## src/rtl/ysyx_23060020_ifu.sv

```systemverilog
// ysyx_23060020_ifu: single-outstanding instruction fetch with flush, misalignment and timeout handling
module ysyx_23060020_ifu #(
    parameter int XLEN = 32,
    parameter int TIMEOUT = 255,
    parameter logic [XLEN-1:0] NOP = 'h13
) (
    input  logic            clk,
    input  logic            rst,
    input  logic            fetch_en,
    input  logic [XLEN-1:0] pc,
    input  logic            flush,
    output logic            req_valid,
    input  logic            req_ready,
    output logic [XLEN-1:0] req_addr,
    input  logic            rsp_valid,
    input  logic [XLEN-1:0] rsp_data,
    input  logic            rsp_err,
    output logic            inst_valid,
    input  logic            inst_ready,
    output logic [XLEN-1:0] instw,
    output logic [XLEN-1:0] inst_pc,
    output logic            inst_fault,
    output logic            busy
);
    localparam int TW = $clog2(TIMEOUT + 1);
    localparam logic [TW-1:0] TMAX = TW'(TIMEOUT);
    typedef enum logic [1:0] {IDLE, REQ, WAIT, VALID} state_t;
    state_t state, state_d;
    logic [XLEN-1:0] addr_q, addr_d, inst_q, inst_d;
    logic fault_q, fault_d, drop_pending, drop_d;
    logic [TW-1:0] tcnt, tcnt_d;
    logic misal;
    assign misal = |addr_q[1:0];
    // a stale response from an abandoned request must land before a new request goes out
    assign req_valid = (state == REQ) && !misal && !drop_pending;
    assign req_addr = addr_q;
    assign inst_valid = state == VALID;
    assign instw = inst_q;
    assign inst_pc = addr_q;
    assign inst_fault = fault_q;
    assign busy = (state != IDLE) || drop_pending;
    always_comb begin
        state_d = state;
        addr_d = addr_q;
        inst_d = inst_q;
        fault_d = fault_q;
        drop_d = drop_pending && !(rsp_valid && state != WAIT);
        tcnt_d = tcnt;
        case (state)
            IDLE: if (fetch_en && !flush) begin
                addr_d = pc;
                state_d = REQ;
            end
            REQ: if (flush) begin
                state_d = IDLE;
                if (req_valid && req_ready) drop_d = 1'b1;
            end else if (misal) begin
                state_d = VALID;
                inst_d = NOP;
                fault_d = 1'b1;
            end else if (req_valid && req_ready) begin
                state_d = WAIT;
                tcnt_d = '0;
            end
            WAIT: if (flush) begin
                state_d = IDLE;
                drop_d = !rsp_valid;
            end else if (rsp_valid) begin
                state_d = VALID;
                inst_d = rsp_err ? NOP : rsp_data;
                fault_d = rsp_err;
            end else if (tcnt == TMAX) begin
                state_d = VALID;
                inst_d = NOP;
                fault_d = 1'b1;
                drop_d = 1'b1;
            end else begin
                tcnt_d = tcnt + 1'b1;
            end
            default: if (flush || inst_ready) state_d = IDLE;
        endcase
    end
    always_ff @(posedge clk) begin
        if (rst) begin
            state <= IDLE;
            addr_q <= '0;
            inst_q <= '0;
            fault_q <= 1'b0;
            drop_pending <= 1'b0;
            tcnt <= '0;
        end else begin
            state <= state_d;
            addr_q <= addr_d;
            inst_q <= inst_d;
            fault_q <= fault_d;
            drop_pending <= drop_d;
            tcnt <= tcnt_d;
        end
    end
endmodule

```

## config.mk

```make
export PLATFORM = sky130hd
export DESIGN_NAME = ysyx_23060020_ifu
export DESIGN_NICKNAME = d
export VERILOG_FILES = /design/src/rtl/ysyx_23060020_ifu.sv
export SDC_FILE = /design/constraint.sdc
export NUM_CORES = 1
export LEC_CHECK = 0
export ABC_AREA = 1
export CAP_MARGIN = 20
export CORE_UTILIZATION = 30
export CTS_CLUSTER_SIZE = 24
export DETAILED_ROUTE_END_ITERATION = 8
export GPL_TIMING_DRIVEN = 1
export HOLD_SLACK_MARGIN = 0.15
export PLACE_DENSITY = 0.72
export SLEW_MARGIN = 20
export SYNTH_ARGS = -nofsm -noshare
export SYNTH_HDL_FRONTEND = slang
export SYNTH_SLANG_ARGS = --single-unit
```

## constraint.sdc

```tcl
create_clock -name clk -period 2.7 [get_ports clk]
set_clock_uncertainty 0.15 [all_clocks]
set_input_delay 0.54 -clock clk [delete_from_list [all_inputs] [get_ports clk]]
set_output_delay 0.54 -clock clk [all_outputs]
set_load 0.1 [all_outputs]
```

[Word level (Yosys, flattened, before mapping)]
Index checks and enable logic that the tools add are counted.
Storage, ports and cells
  logic and storage cells: 80
  bits of input ports: 72
  register bits after elaboration: 76
Operators by class
  reductions and logical operators: 22
  multiplexer cells: 35
  eq/ne operators: 16
  add/sub/neg operators: 1
Operators with widths (number)
  two-way mux 32 bit: 6
  case mux 32 bit (2 select lines): 1
  two-way mux 8 bit: 6
  two-way mux 2 bit: 8
  inequality test 2 bit, second input constant: 8
  case mux 8 bit (2 select lines): 1
  two-way mux 1 bit: 10
  adder 8 x 1 -> 8 bit, second input constant: 1
  equality test 8 bit, second input constant: 1
  AND reduction 7 bit: 1
  logical AND 1 bit: 6
  case mux 2 bit (3 select lines): 1
  zero test 1 bit: 5
  AND reduction 5 bit: 1
  equality test 2 bit, second input constant: 2
  inequality test 4 x 3 -> 1 bit, second input constant: 1
  inequality test 4 bit, second input constant: 1
  case mux 1 bit (2 select lines): 2
  AND reduction 4 bit: 1
  nonzero test 2 bit: 2
  nonzero test 4 bit: 1
  inequality test 3 bit, second input constant: 1
  equality test 2 x 1 -> 1 bit, second input constant: 1
  zero test 2 bit: 1
  other kinds (4): 5

[Longest topological paths before layout]
Gate-level depths: netlist of run 1.
  word-level depth: 9
  depth in mapped cells: 11
  gate-level depth less buffers: 11

[Least setup slack after synthesis of run 1]
No wires, ideal clock.
  kind: reg-to-output
  from: register addr_q[1], in the netlist inst_pc[1]
  to: output port req_valid
  buffers on the path: 0
  setup slack: -0.344 ns
  arrival: 2.354 ns
  data required time: 2.010 ns
  stages on the path, launching flop included: 4
  path through: dfxtp_1 nor2_1 nand2_1 nor2_1
Between the ends
  word-level cells in the longest chain between the ends: 4
RTL lines
  from (decl): line 29  | logic [XLEN-1:0] addr_q, addr_d, inst_q, inst_d;
  from (signal assigned): line 93  | addr_q <= addr_d;
  OR reduction 2 bit: line 33  | assign misal = |addr_q[1:0];
  zero test 1 bit: line 35  | assign req_valid = (state == REQ) && !misal && !drop_pending;
  logical AND 1 bit (2 in a row): line 35
  to (decl): line 12  | output logic req_valid,
Every way passes these cells.

[Final worst setup path of run 1]
  from: register state[1]
  to: output port req_valid
Between the ends
  word-level cells in the longest chain between the ends: 3
RTL lines
  from (decl): line 28  | state_t state, state_d;
  from (signal assigned): line 92  | state <= state_d;
  equality test 2 x 1 -> 1 bit: line 35
  logical AND 1 bit (2 in a row): line 35
Every way passes these cells.

==> results of run 1 <==
## critical path, cell delays in order, from the launching register on
cell     delay [ns]
dfxtp_1        0.33
inv_1          0.10
ha_1           0.25
nand2_1        0.14
nor2_2         0.11
buf_4          0.29
## Yosys cell counts (all sizes together)
| cell | count |
|---|---|
| a21boi | 1 |
| a21oi | 38 |
| a31oi | 2 |
| buf | 42 |
| clkbuf | 11 |
| dfxtp | 76 |
| ha | 5 |
| inv | 18 |
| nand2 | 111 |
| nand3 | 11 |
| nand4 | 2 |
| nor2 | 100 |
| nor3b | 2 |
| o21ai | 38 |
| o21bai | 1 |
| xor2 | 1 |
## flip-flops by register name, summed over array words and instances (netlist names)
name / count
inst_pc: 32
instw: 32
tcnt: 8
state: 2
drop_pending: 1
inst_fault: 1
## layer usage
layer | vias up | global-route usage, % | part of all wire (%)
met2 | 130 | 25.4 | 48
met4 | 0 | 5.41 | 1.2
met5 | - | 0 | 0
met1 | 1513 | 17.2 | 43
met3 | 9 | 4.10 | 7.8
li1 | 1700 | - | -
## power breakdown
group / switching, mW / total, mW / internal (mW)
Clock: 0.477 / 1.23 / 0.749
Combinational: 1.98 / 2.52 / 0.539
Sequential: 0.0936 / 1.34 / 1.25
## area by class of cell
type / count / area [sq um] / share of cell area (%)
clock inverter: 6 / 70.1 / 1.38
inverter: 18 / 67.6 / 1.33
clock buffer: 10 / 239 / 4.72
tap: 140 / 175 / 3.46
timing repair buffer: 179 / 1530 / 30.2
multi-input combinational: 312 / 1460 / 28.8
sequential: 76 / 1520 / 30.1
## kinds of logic (layout without fill, tap and decap cells)
family | Yosys count | in the layout | share of synthesized area, %
XOR/XNOR | 1 | 1 | 0.257
AND/OR/NAND/NOR | 226 | 226 | 27.7
AO/OA/AOI/OAI | 80 | 80 | 13.0
flip-flops | 76 | 76 | 44.7
adder cells (fa/ha/maj) | 5 | 5 | 1.84
buffers and inverters | 71 | 213 | 12.5
## path summary, 6_finish.rpt
path                                               end  slack, ns  cells past startpoint
worst max-delay path                         req_valid       0.46                      5
worst min-delay path            instw[22]$_SDFFE_PP0P_       0.32                      2
worst max register to register   instw[4]$_SDFFE_PP0P_       0.48                     11
worst min register to register  instw[22]$_SDFFE_PP0P_       0.32                      2
## layout by cell type (no fill, tap or decap), drive strengths merged, types with 5 or more instances in the layout
cell type,count
a21oi,38
o21ai,38
dfxtp,76
buf,109
ha,5
nand3,11
inv,20
nor2,100
clkdlybuf4s50,70
nand2,111
clkbuf,10
## stage by stage
stage          instances  setup slack (ns)  hold slack, ns
2_1_floorplan        459             0.107           0.322
6_report             741             0.456           0.321
4_1_cts              741             0.454           0.322
5_1_grt              741             0.283           0.344
3_3_place_gp         725             0.243           0.305
3_5_place_dp         725             0.151           0.310
==> flow_metrics.py, run 1 <==
metrics = {
    "power_and_ir_drop": {
        "cellPowerDensity_mw_per_mm2": 1000,
        "power.leakage_nw": 2.14,
        "total_power_mw": 5.08,
        "peakVddDrop_uv": 570,
    },
    "worst_setup_path": {
        "critical_path_required_ns": 2.01,
        "crit_path_end_kind": "output port",
        "start_kind": "flop",
        "critPathMaxFanout": 4,
        "criticalPathCategory": "flop to output port",
        "crit_path_start": "state[1]$_SDFFE_PP0P_",
        "r2r_start": "state[0]$_SDFFE_PP0P_",
        "cp.arrival_ns": 1.55,
    },
    "finish": {
        "area.growth.synth_to_final_pct": 48.7,
        "final_area_sq_mm": 0.00506,
        "n_fill_cell": 1069,
        "drive_above_1_share_pct": 25.6,
        "finish.utilization_pct": 46.3,
        "n_antenna_cell": 0,
        "nets": 673,
    },
    "floorplanning": {
        "dieArea_sq_mm": 0.0118,
        "pin_count": 172,
        "fp.dieW_um": 109,
        "core_area_sq_mm": 0.0109,
        "rows": 38,
        "die_h_um": 109,
        "initial_core_util_pct": 31.1,
    },
    "cts": {
        "clock-root-buffer": "clkbuf_16",
        "cts_sinks": 76,
        "cts_tree": "yes",
        "htree_levels": 3,
        "cts_hold_buffers": 0,
        "clkTransAtPathRegs_ns": 0.06,
        "post_cts_resized": 0,
        "clockBufferDepth": 2,
        "cts_made_buffers": 9,
        "clock_latency_ns": 0.32,
        "cts_setup_buffers": 0,
    },
    "yosys": {
        "synth.area.top_cells": "dfxtp_1 45%, nand2_1 11%, nor2_1 10%",
        "yosys.area.top_type": "dfxtp_1",
        "synth_warnings": 0,
        "avgSynthCellArea_sq_um": 7.42,
        "ys_types": 26,
        "synth-seq-cells": 76,
        "synth_top_area_share_pct": 44.7,
        "syn-num-nets": 536,
        "yosysSeqAreaShare_pct": 44.7,
        "syn-instance-count": 459,
        "syn_area_sq_mm": 0.00340,
    },
    "routing": {
        "postRouteAntennaNets": 0,
        "routed_wl_um": 8920,
        "drc_errors": 0,
        "drt_iter0_markers": 269,
        "routedWlPerCell_um": 12.0,
        "dr.pass1.iters": 4,
        "vias": 3352,
        "vias_per_cell": 4.52,
    },
    "global_route": {
        "grt-ovfl-total": 0,
        "grt_pass1_vias": 3020,
        "grt_pass1_wl_um": 13700,
        "gr-usage-all-layers_pct": 14.7,
        "antenna_found_initial": 0,
        "grt_max_degree": 39,
    },
    "timing": {
        "hold_viol_final": 0,
        "fin_crit_ns": 2.24,
        "slew_violations": 0,
        "setup_viol": 0,
        "finalSetupTns_ns": 0,
        "timing.slew.headroom_pct": 69.5,
        "period_share_pct": 83.1,
        "clock.fmax_mhz": 446,
        "tightest_slew_ns": 0.456,
        "rsz0062_at_grt": "false",
    },
    "min_path": {
        "hp-class": "flop to flop",
        "worst_hold_startpoint": "instw[22]$_SDFFE_PP0P_",
    },
    "run": {
        "maxCapViolations": 0,
    },
    "place": {
        "dp_hpwl_um": 6550,
        "gp_congestion": 0.840,
        "io_buffers": 171,
        "place_area_sq_mm": 0.00475,
    },
    "outcome": {
        "outcome": "finished clean",
    },
}
Power figures use the tool's default switching activity.
==> run 2: changes to the inputs <==
Clock period 2.7 ns to 2.3 ns, I/O delays scaled along.
==> run 2 against run 1 <==
Compared with the run above:
- power is 18% higher
- combinational power is 22% higher
- design area is 1.1% higher
- worst setup slack worse by 0.26 ns
- utilization is 0.51 points higher
- global-route usage is 0.76 points higher
- routed wire length is 3.0% higher
- critical path depth stayed put
- first-iteration DRC count is 33% lower
- die area stayed put
- non-clock buffer count is 3 higher
- highest routed layer unchanged
==> flow_metrics.py, run 2 (same netlist as run 1, synthesis figures left out) <==
metrics = {
    "timing": {
        "tightest_slew_ns": 0.327,
        "rsz0062_at_grt": "false",
        "hold_viol_final": 0,
        "setup_viol": 0,
        "timing.slew.headroom_pct": 78.2,
        "finalSetupTns_ns": 0,
        "slew_violations": 0,
        "clock.fmax_mhz": 476,
        "fin_crit_ns": 2.10,
        "period_share_pct": 91.4,
        "hold_ws_ns": 0.314,
    },
    "global_route": {
        "grt-ovfl-total": 0,
        "grt_pass1_wl_um": 14300,
        "grt_pass1_vias": 3155,
        "grt_max_degree": 39,
        "antenna_found_initial": 0,
        "gr-usage-all-layers_pct": 15.4,
    },
    "routing": {
        "drt_iter0_markers": 180,
        "vias_per_cell": 4.52,
        "postRouteAntennaNets": 0,
        "routedWlPerCell_um": 12.4,
        "drc_errors": 0,
        "routed_wl_um": 9190,
        "dr.pass1.iters": 4,
        "vias": 3360,
    },
    "cts": {
        "clkTransAtPathRegs_ns": 0.06,
        "cts_tree": "yes",
        "cts_sinks": 76,
        "clock-root-buffer": "clkbuf_16",
        "clockBufferDepth": 2,
        "htree_levels": 3,
        "post_cts_resized": 0,
        "cts_made_buffers": 9,
        "clock_latency_ns": 0.32,
        "cts_hold_buffers": 0,
        "cts_setup_buffers": 0,
    },
    "worst_setup_path": {
        "cp_top_family": "flip-flops",
        "critPathSlowestCell": "dfxtp_1",
        "cp.arrival_ns": 1.49,
        "criticalPathCategory": "flop to output port",
        "critical_path_required_ns": 1.69,
        "critPathMaxFanout": 4,
        "critPathBufInv": 2,
        "max_stage_delay_ns": 0.32,
        "crit_chain": "inv_1, ha_1, nand2_1, nor2_4, buf_12",
        "r2r_slack_ns": 0.26,
        "cp.depth": 5,
        "r2r_cells": 11,
        "start_kind": "flop",
        "crit_path_end_kind": "output port",
    },
    "floorplanning": {
        "rows": 38,
        "pin_count": 172,
        "core_area_sq_mm": 0.0109,
        "dieArea_sq_mm": 0.0118,
        "initial_core_util_pct": 31.1,
        "die_h_um": 109,
        "fp.dieW_um": 109,
    },
    "place": {
        "gp_congestion": 0.885,
        "io_buffers": 171,
        "dp_hpwl_um": 6800,
        "place_area_sq_mm": 0.00483,
    },
    "min_path": {
        "hp-class": "flop to flop",
        "hold_depth": 2,
    },
    "finish": {
        "area.growth.synth_to_final_pct": 50.3,
        "final_area_sq_mm": 0.00512,
        "layout_common_cells": "106 x buf_4, 98 x nand2_1, 94 x nor2_1",
        "n_antenna_cell": 0,
        "drive_above_1_share_pct": 25.5,
        "nets": 676,
        "finish.utilization_pct": 46.8,
        "n_fill_cell": 1074,
        "final_common_cell": "buf_4",
    },
    "outcome": {
        "outcome": "finished clean",
    },
    "power_and_ir_drop": {
        "peakVddDrop_uv": 690,
        "cellPowerDensity_mw_per_mm2": 1170,
        "total_power_mw": 6.00,
        "power.leakage_nw": 2.16,
    },
    "run": {
        "maxCapViolations": 0,
    },
}
run 2: cell count changes in the layout (fill, tap and decap cells not counted), sizes merged:
cell	before	now
buf	109	111
inv	20	18
clkdlybuf4s50	70	71
clkinv	3	4
run 2: where the power goes:
group,internal (mW),switching [mW],total (mW)
Clock,0.830,0.526,1.36
Combinational,0.717,2.35,3.07
Sequential,1.46,0.114,1.58
run 2: worst paths after layout:
kind	startpoint	to
worst max-delay path	state[1]$_SDFFE_PP0P_	req_valid
worst min-delay path	instw[18]$_SDFFE_PP0P_	instw[18]$_SDFFE_PP0P_
worst max register to register	state[0]$_SDFFE_PP0P_	instw[1]$_SDFFE_PP0P_
worst min register to register	instw[18]$_SDFFE_PP0P_	instw[18]$_SDFFE_PP0P_
run 2: routing by layer:
metal	part of all wire [%]	routed length (um)	GRT usage, %	vias to the layer above
met5	0	0	0	-
met3	7.0	641	3.92	7
met4	1.0	94	6.37	0
met2	50	4630	27.8	116
li1	-	-	-	1705
met1	42	3830	17.2	1532
run 2: area by class of cell:
class	instances	area [sq um]	area share [%]
timing repair buffer	182	1610	31.4
tap	140	175	3.42
inverter	18	67.6	1.32
clock buffer	10	229	4.47
multi-input combinational	312	1460	28.6
clock inverter	5	53.8	1.05
sequential	76	1520	29.7
run 2: through the flow:
step / cells / setup slack [ns]
final: 743 / 0.198
after global routing: 743 / 0.0487
after CTS: 743 / 0.192
after detailed placement: 728 / 0.0550
after global placement: 728 / 0.125
after floorplan: 459 / 0.0549
run 2: worst register-to-register path: cells and delay by family, from the launching register on:
kind / cells / cell delay, ns
and+or+nand+nor: 5 / 0.43
AOI/OAI and AO/OA: 1 / 0.16
DFF: 1 / 0.36
adders and majority gates: 1 / 0.27
buffers and inverters: 4 / 0.56
==> run 3: changes to the inputs <==
Settings changed: CAP_MARGIN 20 to 10, SKIP_CTS_REPAIR_TIMING from default to 1.
==> results of run 3 <==
No change in the layout: final DEF, timing and power equal those of run 2.
